--- src/rtl/score_keeper.sv ---
// score_keeper: match controller that sits downstream of the ball stage.
// On each frame tick it checks whether the ball has reached a goal column
// without paddle cover, awards the point, holds the ball stage in reset for
// a serve pause, and ends the match once a player reaches WIN_SCORE.
//
// Ports
//   clock       system clock
//   reset       asynchronous active-high reset
//   tick        one-cycle frame strobe (aligned with the ball position update)
//   start       level; begins the match from IDLE, restarts it from OVER
//   ball_x/y    ball position
//   player_1_y  top row of the left paddle (defends MIN_H)
//   player_2_y  top row of the right paddle (defends MAX_H)
//   ball_reset  holds the ball stage at its serve position
//   score_1/2   player scores
//   point_1/2   one-cycle pulse when the respective player scores
//   game_over   high while the match is over
//   state       IDLE=0, PLAY=1, PAUSE=2, OVER=3
module score_keeper #(
  parameter int unsigned MIN_H       = 0,
  parameter int unsigned MAX_H       = 320,
  parameter int unsigned PADDLE_LEN  = 32,
  parameter int unsigned WIN_SCORE   = 9,
  parameter int unsigned PAUSE_TICKS = 60
) (
  input  logic       clock,
  input  logic       reset,
  input  logic       tick,
  input  logic       start,
  input  logic [8:0] ball_x,
  input  logic [8:0] ball_y,
  input  logic [8:0] player_1_y,
  input  logic [8:0] player_2_y,
  output logic       ball_reset,
  output logic [3:0] score_1,
  output logic [3:0] score_2,
  output logic       point_1,
  output logic       point_2,
  output logic       game_over,
  output logic [1:0] state
);

  localparam int unsigned CW = (PAUSE_TICKS < 2) ? 1 : $clog2(PAUSE_TICKS + 1);

  typedef enum logic [1:0] {
    IDLE  = 2'd0,
    PLAY  = 2'd1,
    PAUSE = 2'd2,
    OVER  = 2'd3
  } state_e;

  state_e        state_q, state_d;
  logic          ball_reset_q, ball_reset_d;
  logic [3:0]    score_1_q, score_1_d;
  logic [3:0]    score_2_q, score_2_d;
  logic          point_1_q, point_1_d;
  logic          point_2_q, point_2_d;
  logic          game_over_q, game_over_d;
  logic [CW-1:0] cnt_q, cnt_d;

  // Cover test at 10 bits so a paddle near row 511 extends past 511
  // instead of wrapping back to the top of the screen.
  logic [9:0] p1_top, p1_bot, p2_top, p2_bot, by_w;
  logic       cover_1, cover_2, miss_left, miss_right;

  always_comb begin
    by_w       = {1'b0, ball_y};
    p1_top     = {1'b0, player_1_y};
    p2_top     = {1'b0, player_2_y};
    p1_bot     = p1_top + 10'(PADDLE_LEN - 1);
    p2_bot     = p2_top + 10'(PADDLE_LEN - 1);
    cover_1    = (by_w >= p1_top) && (by_w <= p1_bot);
    cover_2    = (by_w >= p2_top) && (by_w <= p2_bot);
    miss_left  = (ball_x == 9'(MIN_H)) && !cover_1;
    miss_right = (ball_x == 9'(MAX_H)) && !cover_2;
  end

  always_comb begin
    state_d      = state_q;
    ball_reset_d = ball_reset_q;
    score_1_d    = score_1_q;
    score_2_d    = score_2_q;
    point_1_d    = 1'b0;
    point_2_d    = 1'b0;
    cnt_d        = cnt_q;

    unique case (state_q)
      IDLE: begin
        ball_reset_d = 1'b1;
        if (start) begin
          state_d      = PLAY;
          ball_reset_d = 1'b0;
        end
      end
      PLAY: begin
        if (tick && miss_left) begin
          score_2_d    = score_2_q + 4'd1;
          point_2_d    = 1'b1;
          ball_reset_d = 1'b1;
          if (score_2_d == 4'(WIN_SCORE)) begin
            state_d = OVER;
          end else begin
            state_d = PAUSE;
            cnt_d   = CW'(PAUSE_TICKS);
          end
        end else if (tick && miss_right) begin
          score_1_d    = score_1_q + 4'd1;
          point_1_d    = 1'b1;
          ball_reset_d = 1'b1;
          if (score_1_d == 4'(WIN_SCORE)) begin
            state_d = OVER;
          end else begin
            state_d = PAUSE;
            cnt_d   = CW'(PAUSE_TICKS);
          end
        end
      end
      PAUSE: begin
        ball_reset_d = 1'b1;
        if (tick) begin
          // <=1 also recovers if the counter were ever found at zero.
          if (cnt_q <= CW'(1)) begin
            state_d      = PLAY;
            ball_reset_d = 1'b0;
            cnt_d        = '0;
          end else begin
            cnt_d = cnt_q - CW'(1);
          end
        end
      end
      OVER: begin
        ball_reset_d = 1'b1;
        if (start) begin
          score_1_d = '0;
          score_2_d = '0;
          state_d   = PAUSE;
          cnt_d     = CW'(PAUSE_TICKS);
        end
      end
      default: state_d = IDLE;
    endcase

    game_over_d = (state_d == OVER);
  end

  always_ff @(posedge clock or posedge reset) begin
    if (reset) begin
      state_q      <= IDLE;
      ball_reset_q <= 1'b1;
      score_1_q    <= '0;
      score_2_q    <= '0;
      point_1_q    <= 1'b0;
      point_2_q    <= 1'b0;
      game_over_q  <= 1'b0;
      cnt_q        <= '0;
    end else begin
      state_q      <= state_d;
      ball_reset_q <= ball_reset_d;
      score_1_q    <= score_1_d;
      score_2_q    <= score_2_d;
      point_1_q    <= point_1_d;
      point_2_q    <= point_2_d;
      game_over_q  <= game_over_d;
      cnt_q        <= cnt_d;
    end
  end

  assign ball_reset = ball_reset_q;
  assign score_1    = score_1_q;
  assign score_2    = score_2_q;
  assign point_1    = point_1_q;
  assign point_2    = point_2_q;
  assign game_over  = game_over_q;
  assign state      = state_q;

endmodule

--- config.mk ---
export PLATFORM = sky130hd
export DESIGN_NAME = score_keeper
export DESIGN_NICKNAME = d
export VERILOG_FILES = /design/src/rtl/score_keeper.sv
export SDC_FILE = /design/constraint.sdc
export NUM_CORES = 1
export LEC_CHECK = 0
export CORE_ASPECT_RATIO = 2
export CORE_MARGIN = 1
export CORE_UTILIZATION = 30
export CTS_BUF_LIST = sky130_fd_sc_hd__clkbuf_16
export CTS_CLUSTER_SIZE = 30
export DETAILED_ROUTE_END_ITERATION = 10
export PLACE_DENSITY = 0.64
export SETUP_SLACK_MARGIN = 0.4
export SLEW_MARGIN = 15
export SYNTH_ARGS = -nofsm -noshare
export SYNTH_HDL_FRONTEND = slang
export SYNTH_SLANG_ARGS = --single-unit
--- constraint.sdc ---
create_clock -name clock -period 5.45 [get_ports clock]
set_input_delay 0.8175 -clock clock [delete_from_list [all_inputs] [get_ports clock]]
set_output_delay 0.8175 -clock clock [all_outputs]
set_load 0.005 [all_outputs]
==> impl_metrics.json <==
{
  "start_kind": "primary input",
  "dp_hpwl_um": 5240,
  "grt_max_degree": 21,
  "maxSlewHeadroom": 0.488,
  "die_w_um": 64.1,
  "hold_slack_ns": 0.510,
  "final.setup.tns_ns": 0,
  "multi_input_area_um2": 1660,
  "maxCapViolCount": 0,
  "end_kind": "flop",
  "fin_crit_ns": 4.04,
  "hold_buffers": 0,
  "num_rows": 45,
  "drv_slew": 0,
  "rr_startpoint": "score_2[0]",
  "power_frac_seq": 0.317,
  "via_per_inst": 5.21,
  "postCtsSetupBuffers": 0,
  "timing.final.crit_share": 0.740,
  "nets": 410,
  "path_clk_slew_ns": 0.05,
  "grt_overflow_total": 0,
  "ys_seq_elements": 20,
  "syn_nets": 356,
  "rrSetupSlack_ns": 3.25,
  "final_area_um2": 3020,
  "numCtsBuffers": 3,
  "setup_ws_ns": 1.41,
  "fin_skew_ns": 0.00122,
  "drt-wirelength-per-cell_um": 14.6,
  "synth_flop_cell": "dfrtp_1",
  "async_reset_ff_frac": 1.00,
  "pwr-share-clk": 0.219,
  "crit_chain": "clkdlybuf4s50_1 -> nor3_1 -> and3_1 -> nor3_1 -> xnor2_1 -> ha_1 -> a22o_1 -> nor4_1 -> o221a_2 -> a311o_1 -> nand3b_1 -> o221ai_2 -> nor3_1 -> a21o_2",
  "total_leakage_power_nw": 1.37,
  "rr_endpoint": "cnt_q[0]",
  "p_int_mw": 0.431,
  "cp_common_cell": "nor3_1",
  "clock-root-buffer": "clkbuf_16",
  "min_to": "cnt_q[1]",
  "synth_edf_count": 0,
  "fmax_ghz": 0.248,
  "yosysTopAreaCell": "ha_1",
  "ctsHtreeMaxLevel": 1,
  "drt_iter0_markers": 63,
  "utilization": 0.400,
  "cts_resized": 0,
  "clk_latency_ns": 0.25,
  "cts_max_path_buffers": 2,
  "grt_pass1_vias": 2310,
  "cp_max_fo": 12,
  "die_h_um": 126,
  "synth_area_um2": 2320,
  "tightest_slew_ns": 0.767,
  "n_fill_cell": 799,
  "vias": 2185,
  "drtAntennaViolNets": 0,
  "place_area_um2": 2940,
  "grt_first_pass_wirelength_um": 10100,
  "setup_viol": 0,
  "p_comb_frac": 0.464,
  "synthTopCellsByArea": "ha_1 24%, dfrtp_1 21%, inv_1 5.7%, xnor2_1 5.3%, o21ai_0 3.7%",
  "avgSynthCellArea_um2": 8.51,
  "dp_slack_ns": 1.18,
  "tritoncts": "yes",
  "start_util": 0.307,
  "p_sw_mw": 0.254,
  "drt_wl_total_um": 6120,
  "finalHoldViolations": 0,
  "outcome": "finished clean",
  "core_um2": 7540,
  "yosys-top-cells-count": "44 x ha_1, 35 x inv_1, 19 x dfrtp_1",
  "hold_start": "cnt_q[1]",
  "cts.sinks": 20,
  "rsz0062_at_grt": "no",
  "grt_usage": 0.158,
  "power.density_nw_per_um2": 227,
  "synthCells": 272,
  "dp.cells": 415,
  "path_buf_inv": 1,
  "crit_family": "compound AO/OA/AOI/OAI gates",
  "reg2regPathDepth": 9,
  "yosys_warnings": 0,
  "antenna_found_initial": 0,
  "drt_first_pass_iters": 4,
  "cp.arrival_ns": 4.18,
  "gp_congestion": 0.827,
  "hold_class": "flop to flop",
  "finalPower_mw": 0.685,
  "worstPathRequired_ns": 5.59,
  "drive_above_1_share": 0.0492,
  "port_buffers": 53,
  "min_path_cells": 2,
  "yosysUniqueCellTypes": 58,
  "p_sw_frac": 0.371,
  "yosysMostFrequentCell": "ha_1",
  "netlist.area_leader.share": 0.238,
  "fin_cells": 419,
  "ys_seq_area_frac": 0.217,
  "slowest_delay_ns": 0.55,
  "num_antenna_cells": 0,
  "drc": 0,
  "seq_area_um2": 502,
  "ios": 54,
  "ir_drop_uv": 173,
  "worstSetupPathType": "primary input to flop",
  "synthToLayoutAreaGrowth_pct": 30.4,
  "dieArea_um2": 8100,
  "slowest_stage": "clkdlybuf4s50_1"
}
[tightest hold or removal path, delay by kind of cell (launching register included)]
| family | cells | cell delay [ns] |
|---|---|---|
| AOI/OAI and AO/OA | 1 | 0.06 |
| and+or+nand+nor | 1 | 0.05 |
| DFF | 1 | 0.36 |
[worst max path at each step]
stage	from	end	slack [ns]	depth (start not counted)
after floorplan	player_1_y[1]	state[0]	2.16	15
after global placement	player_1_y[2]	cnt_q[0]	1.35	14
after detailed placement	player_1_y[2]	cnt_q[0]	1.18	14
after CTS	player_1_y[2]	cnt_q[0]	1.45	14
after global routing	player_1_y[2]	cnt_q[3]	1.11	14
final	player_1_y[2]	cnt_q[0]	1.41	14
[final cells by class]
type | instances | share of cell area
multi-input cells | 213 | 0.550
repair buffers | 53 | 0.176
flip-flops and latches | 20 | 0.166
inverters | 35 | 0.0435
well taps | 94 | 0.0389
clock buffers | 3 | 0.0249
clock inverters | 1 | 0.00124
[cells by family (layout without fill, tap and decap cells)]
group,count (synthesis),after routing,share of synthesized area
adders and majority gates,44,44,0.238
and+or+nand+nor,81,81,0.179
AOI/OAI and AO/OA,72,72,0.239
xor gates and xnor gates,15,15,0.0567
buffers and inverters,39,92,0.0665
muxes,1,1,0.00432
DFF,20,20,0.217
[power by group through the flow]
stage / registers, mW / clock network (mW) / logic (mW)
2_1_floorplan: 0.212 / 0 / 0.201
3_3_place_gp: 0.218 / 0 / 0.309
3_5_place_dp: 0.220 / 0 / 0.317
4_1_cts: 0.217 / 0.153 / 0.320
5_1_grt: 0.222 / 0.157 / 0.358
6_report: 0.217 / 0.150 / 0.317
[sequential cells by signal, indices dropped and copies added, names as in the netlist]
| signal | cells |
|---|---|
| ball_reset | 1 |
| cnt_q | 6 |
| game_over | 1 |
| point_1 | 1 |
| point_2 | 1 |
| score_2 | 4 |
| state | 2 |
| score_1 | 4 |
[layer usage]
layer / vias to the layer above / GRT usage / routed length [um]
li1: 1104 / - / -
met1: 1033 / 0.140 / 2160
met2: 40 / 0.349 / 3730
met3: 8 / 0.00906 / 127
met4: 0 / 0.0458 / 103
met5: - / 0 / 0
[cell usage in the layout, fill, tap and decap left out, types with 2 or more instances in the layout]
cell / instances
xnor2_1: 14
dfrtp_1: 19
nor4_1: 2
nor3_1: 5
ha_1: 44
and4_1: 2
and3_1: 4
a31oi_1: 3
a21oi_1: 11
nand3_1: 13
a21boi_0: 5
a211o_1: 2
clkbuf_16: 3
nand2_1: 18
nand2b_1: 2
o21ai_0: 17
o211ai_1: 4
clkdlybuf4s50_1: 53
o21a_1: 3
nor2b_1: 4
nor2_1: 15
nand4_1: 9
a31o_2: 2
inv_1: 36
o31ai_1: 2
(Power assumes the default switching activity.)
